$ cat config.mk
export PLATFORM = sky130hd
export DESIGN_NAME = pipe_reg_chain
export DESIGN_NICKNAME = d
export VERILOG_FILES = /design/src/rtl/pipe_reg_chain.sv
export SDC_FILE = /design/constraint.sdc
export NUM_CORES = 1
export LEC_CHECK = 0
export CELL_PAD_IN_SITES_DETAIL_PLACEMENT = 1
export CELL_PAD_IN_SITES_GLOBAL_PLACEMENT = 2
export CORE_MARGIN = 10
export CORE_UTILIZATION = 37
export DETAILED_ROUTE_END_ITERATION = 10
export PLACE_DENSITY = 0.88
export SLEW_MARGIN = 20
export SYNTH_ARGS = -nofsm -noshare
export SYNTH_HDL_FRONTEND = slang
export SYNTH_SLANG_ARGS = --single-unit
$ cat constraint.sdc
create_clock -name clk -period 2.7 [get_ports clk]
set_input_delay 0.54 -clock clk [delete_from_list [all_inputs] [get_ports clk]]
set_output_delay 0.54 -clock clk [all_outputs]
set_load 0.02 [all_outputs]
$ cat src/rtl/pipe_reg_chain.sv
// pipe_reg_chain: a DEPTH-stage elastic register chain, WIDTH bits per stage,
// with a valid/ready handshake at both ends and an occupancy count.
// Empty stages (bubbles) collapse, so the chain stalls only when it is full
// and the consumer is backpressuring. out_data comes straight from the last
// register, so there is no combinational path from in_data to out_data.
// The only combinational path from the consumer to the producer is the ready chain.
// Optional feature: define PIPE_FLUSH_EN to add a synchronous flush input.
// A flush drops every held word and blocks input for that cycle.
module pipe_reg_chain #(
  parameter int               WIDTH      = 8,
  parameter int               DEPTH      = 4,
  parameter logic [WIDTH-1:0] RESET_DATA = '0
) (
  input  logic                       clk,
  input  logic                       rst_n,
`ifdef PIPE_FLUSH_EN
  input  logic                       flush,
`endif
  input  logic                       in_valid,
  output logic                       in_ready,
  input  logic [WIDTH-1:0]           in_data,
  output logic                       out_valid,
  input  logic                       out_ready,
  output logic [WIDTH-1:0]           out_data,
  output logic [$clog2(DEPTH+1)-1:0] count
);

  localparam int CW = $clog2(DEPTH + 1);

  // Stage 0 is the input side; stage DEPTH-1 drives the output port.
  logic [DEPTH-1:0] vld;
  logic [WIDTH-1:0] dat [DEPTH];

  // A stage may load a new word when its content leaves this cycle.
  logic [DEPTH-1:0] adv;

  // Word offered to each stage by the stage that feeds it.
  logic [DEPTH-1:0] up_valid;
  logic [WIDTH-1:0] up_data [DEPTH];

  logic flush_now;
  logic in_xfer;
  logic out_xfer;

`ifdef PIPE_FLUSH_EN
  assign flush_now = flush;
`else
  assign flush_now = 1'b0;
`endif

  // The recursive advance term !vld[i+1] | adv[i+1] unrolls to "consumer is ready,
  // or some stage downstream of i is empty". That form avoids a combinational loop
  // through the adv vector itself.
  always_comb begin
    adv = '0;
    for (int i = 0; i < DEPTH; i++) begin
      logic hole;
      hole = 1'b0;
      for (int j = i + 1; j < DEPTH; j++) begin
        if (!vld[j]) begin
          hole = 1'b1;
        end
      end
      adv[i] = out_ready | hole;
    end
  end

  // Connect each stage to its upstream neighbour; stage 0 is fed by the input port.
  always_comb begin
    for (int i = 0; i < DEPTH; i++) begin
      if (i == 0) begin
        up_valid[i] = in_valid;
        up_data[i]  = in_data;
      end else begin
        up_valid[i] = vld[i-1];
        up_data[i]  = dat[i-1];
      end
    end
  end

  assign in_ready  = !flush_now && (!vld[0] || adv[0]);
  assign out_valid = vld[DEPTH-1];
  assign out_data  = dat[DEPTH-1];
  assign in_xfer   = in_valid && in_ready;
  assign out_xfer  = out_valid && out_ready;

  // Stage registers: load from upstream when empty or draining, otherwise hold.
  // Data is only captured alongside a valid word, so bubbles never overwrite data.
  always_ff @(posedge clk or negedge rst_n) begin
    if (!rst_n) begin
      vld <= '0;
      for (int i = 0; i < DEPTH; i++) begin
        dat[i] <= RESET_DATA;
      end
    end else if (flush_now) begin
      vld <= '0;
    end else begin
      for (int i = 0; i < DEPTH; i++) begin
        if (!vld[i] || adv[i]) begin
          vld[i] <= up_valid[i];
          if (up_valid[i]) begin
            dat[i] <= up_data[i];
          end
        end
      end
    end
  end

  // Occupancy: +1 per accept, -1 per delivery.
  // The count cannot leave 0..DEPTH because the handshake blocks overflow and underflow.
  always_ff @(posedge clk or negedge rst_n) begin
    if (!rst_n) begin
      count <= '0;
    end else if (flush_now) begin
      count <= '0;
    end else begin
      case ({in_xfer, out_xfer})
        2'b10:   count <= count + CW'(1);
        2'b01:   count <= count - CW'(1);
        default: count <= count;
      endcase
    end
  end

endmodule
# Word-level counts from Yosys, hierarchy flattened
# Index checks and enable logic that the tools add are counted.
# word_totals
reg_bits,39
latch_bits,0
mem_bits_rw,0
romBits,0
input_bits,12
output_inout_bits,13
wordCells,38
memories,0
# classes
n_addsub,2
multipliers,0
n_div,0
order_cmp,0
eq_ne,2
n_shift,0
muxes,7
bitwise,3
reduce_logical,15
# ops
operator,count
$reduce_and 2->1,4
$mux 1,6
$pmux 3 s2,1
$logic_not 1->1,4
$logic_or 1x1->1,4
$add 3x1->3 const B,1
$or 1x1->1,3
$sub 3x1->3 const B,1
$eq 2x1->1 const B,1
$eq 2x2->1 const B,1
$logic_and 1x1->1,2
$reduce_bool 2->1,1

# Longest topological paths before layout
# depth
depth_word,8
ltp_mapped,8
mapped_depth_nobuf,8

# Worst setup path before layout
# No wires, ideal clock.
# synth_path
path_type,input-to-reg
startpoint,input out_ready
endpoint,register count[2]
setup_time_ps,79
arrival_time_ps,2001
required_ps,2621
slack_ps,620
stages,8
path_buffers,0
cell_sequence,nand4b_4 -> o21ai_4 -> ha_1 -> inv_1 -> fa_1 -> xor2_1 -> nor2_1 -> xor2_1
# synth_via
elab_chain_cells,5
word_cells_on_any_way,8
classes_between,eq/ne: 2; mux: 1; bitwise: 1; reduce/logical: 4
# synth_lines
item,line,text
start: declaration,23,"input logic out_ready,"
$or 1x1->1,64,adv[i] = out_ready | hole;
$logic_or 1x1->1,81,assign in_ready = !flush_now && (!vld[0] || adv[0]);
$logic_and 1x1->1,84,assign in_xfer = in_valid && in_ready;
$eq 2x1->1 / $eq 2x2->1 (equally long branches),117,"case ({in_xfer, out_xfer})"
$pmux 3 s2 / $reduce_bool 2->1 (equally long branches),-,
end signal: assignment,118,2'b10: count <= count + CW'(1);
end signal: assignment,119,2'b01: count <= count - CW'(1);
end signal: assignment,120,default: count <= count;
end: declaration,25,output logic [$clog2(DEPTH+1)-1:0] count
# Parallel ways exist; a longest one is shown, timed or not.
# A chain may end at the register's enable or synchronous reset.

# Worst setup path after layout
# layout_path
startpoint,input out_ready
endpoint,output in_ready
# layout_via
elab_chain_cells,2
# layout_lines
item,line,text
$or 1x1->1,64,
$logic_or 1x1->1,81,
end: declaration,20,"output logic in_ready,"
# No other way between the ends.

==> results.txt <==
status: finished clean
CP max FO: 4
Post-Route WL: 2705 um
Peak Freq: 436.2 MHz
Final Hold Viols: 0
ys flop type: dfrtp_1
cell area after synthesis: 0.001585 mm2
Initial Utilization: 38.79%
RSZ-0062 raised after global routing: no
internal power: 1422 uW
CORE AREA: 0.004086 mm2
mux cell area share after synthesis: 22.73%
worst r2r path cells: 8
Seq/Total Area, Yosys: 61.56%
number of antenna-violating nets in the routed design: 0
Setup Fix Bufs, Post-CTS: 0
minimum clock period after layout: 2.292 ns
Die Ht: 85.46 um
xor/xnor share of the synthesized area: 1.657%
top cells by area, synth: dfrtp_1 62%, mux2_2 23%, buf_4 3.8%
DP HPWL: 2124 um
I/O Buffers: 24
Pre-Repair DR Iteration Count: 2
clk buf depth: 2
Max-slew headroom: 42.63%
cell accounting for the most synthesized area: dfrtp_1
setup tns final: 0 ns
synthesized instance count: 104
simple-gate share of the synthesized area: 5.919%
Num CTS Buffers: 5
syn nets: 118
Clk Latency, worst-skew pair: 0.29 ns
GRT Overall Usage: 7.941%
CP cell instances: clkdlybuf4s50_1, nand4b_4, or2_2, dlymetal6s2s_1
Net Sw Frac: 28.69%
Die W: 85.46 um
Post-synth EDFFs: 0
vias in the first global route: 957
Clock Power Share: 24.7%
synth unique cells: 18
TritonCTS clock tree: done
WP depth: 4
Clock Pin Slew Worst Setup and Hold Paths: 0.08 ns
crit start category: input pin
hold slack: 0.3586 ns
Area Growth Syn to Fin: 23.05%
Remaining Overflow, GRT: 0
final setup vio count: 0
Pins Over Slew Limit: 0
Die ar.: 0.007303 mm2
Hold Path Class: in2async
worst-margin pin slew: 0.8605 ns
IO Pins: 25
layout cells sized above 1: 35.66%
Flop pwr share: 44.6%
max-cap violation count: 0
adder-cell share of the synthesized area: 2.052%
antenna violations before repair: 0
fin nets: 142
1st-iter DRT viols: 41
CP Launch Point: out_ready
# H-tree levels: 2
diode count: 0
most frequent cell after synthesis: dfrtp_1
WL per Instance: 15.11 um
max incr delay on CP: 0.44 ns
kind of critical path: in2out
Resized Gates After CTS: 0
Clock Tree Root: clkbuf_8
DRC: 0
Comb power frac: 30.6%
Cell Pwr Density: 1022 mW/mm2
Compound-Gate Fraction of Synth Area: 1.342%
P_leak: 0.0008358 uW
total clock sinks: 39
reg2reg setup slack: 0.78 ns
row cnt: 23
top-area cell type share of the netlist area: 61.56%
Synth async-reset ratio: 100.0%
Avg Synthesized Cell Area: 15.24 um2
CP required: 2.16 ns
first-pass GRT wire length: 4671 um
Syn. warnings: 0
largest net degree at the start of global routing: 40
clock skew: 0.007922 ns
CP endpoint kind: primary output
worst vdd ir: 0.3783 mV
CP top delay family: buffers and inverters
P_sw: 571.9 uW
Worst Path Arrival: 1.75 ns
Final period util: 84.90%
vias post-DR: 842
routability cong.: 0.6786
hold_buf cts: 0
slowest stage cell, crit path: clkdlybuf4s50_1
Commonest cells post-synth: 39 x dfrtp_1, 32 x mux2_2, 8 x buf_4
routed vias/inst: 4.704
Buffers & Inverters on Critical Path: 2
worst r2r src: vld[3]
largest family of logic cells by synthesized area: multiplexers
number of synthesized register bits: 39
-- sequential cells by signal, summed over array words and instances, names as in the netlist --
register and flops:
dat 24, count 3, vld 4, out_data 8
-- cells by family (layout without fill, tap and decap cells) --
logic type,after synthesis,after routing
xor+xnor,3,3
flops,39,39
compound gates,2,2
mux,32,32
fa+ha+maj,2,2
buf+inv,12,37
simple gates,14,14
-- cells in the final DEF, fill, tap and decap left out, drive strengths merged, types with 2 or more instances in the layout --
cell / count
buf: 2
nand2: 5
clkbuf: 6
inv: 4
mux2: 32
xor2: 2
clkdlybuf4s50: 22
nand2b: 4
dfrtp: 39
o21ai: 2
-- path summary, 6_finish.rpt --
check,endpoint
setup reg to reg,count[2]
hold reg to reg,count[2]
max in group asynchronous,dat[24]
hold / removal,count[0]
min in group clk,count[2]
setup / recovery,in_ready
-- metrics by stage --
stage                     util, %  power, uW  instances  setup slack (ns)  instance area (um2)
after floorplan                 -       1327        104            0.6199                 1585
after global placement      44.79       1487        171            0.1071                 1831
after detailed placement    44.79       1536        171           0.05160                 1831
after CTS                   47.67       2034        179           0.04984                 1948
after global routing        47.73       2125        179            0.3211                 1951
final                       47.73       1994        179            0.4076                 1951
-- per-layer routing --
metal | part of all wire (%) | global-route usage (%) | up-vias
li1 | - | - | 389
met1 | 41 | 8.221 | 431
met2 | 51 | 13.42 | 18
met3 | 5.8 | 3.346 | 4
met4 | 2.0 | 4.042 | 0
met5 | 0 | 0 | -
-- worst reg2reg max path, stage by stage (launching register included) --
cell and delay, ns:
dfrtp_1 0.45, nand4b_4 0.16, o21ai_4 0.16, ha_1 0.21
inv_1 0.07, fa_1 0.37, xor2_1 0.15, nor2_1 0.12
xor2_1 0.17
-- area by class of cell --
type                       count  area [um2]
clock buffer                   6       82.58
sequential                    39       975.9
clock inverter                 2       35.03
fill                         425        2136
inverter                       4       15.01
timing repair buffer          25       245.2
tap                           50       62.56
multi-input combinational     53       534.3
-- power groups by stage --
stage | logic [uW] | clock network [uW] | registers (uW)
final | 610 | 493 | 890
after global routing | 667 | 539 | 919
after CTS | 628 | 508 | 897
after detailed placement | 625 | 0 | 911
after global placement | 595 | 0 | 893
after floorplan | 429 | 0 | 898
No activity file was read; power rests on OpenSTA's default activity.
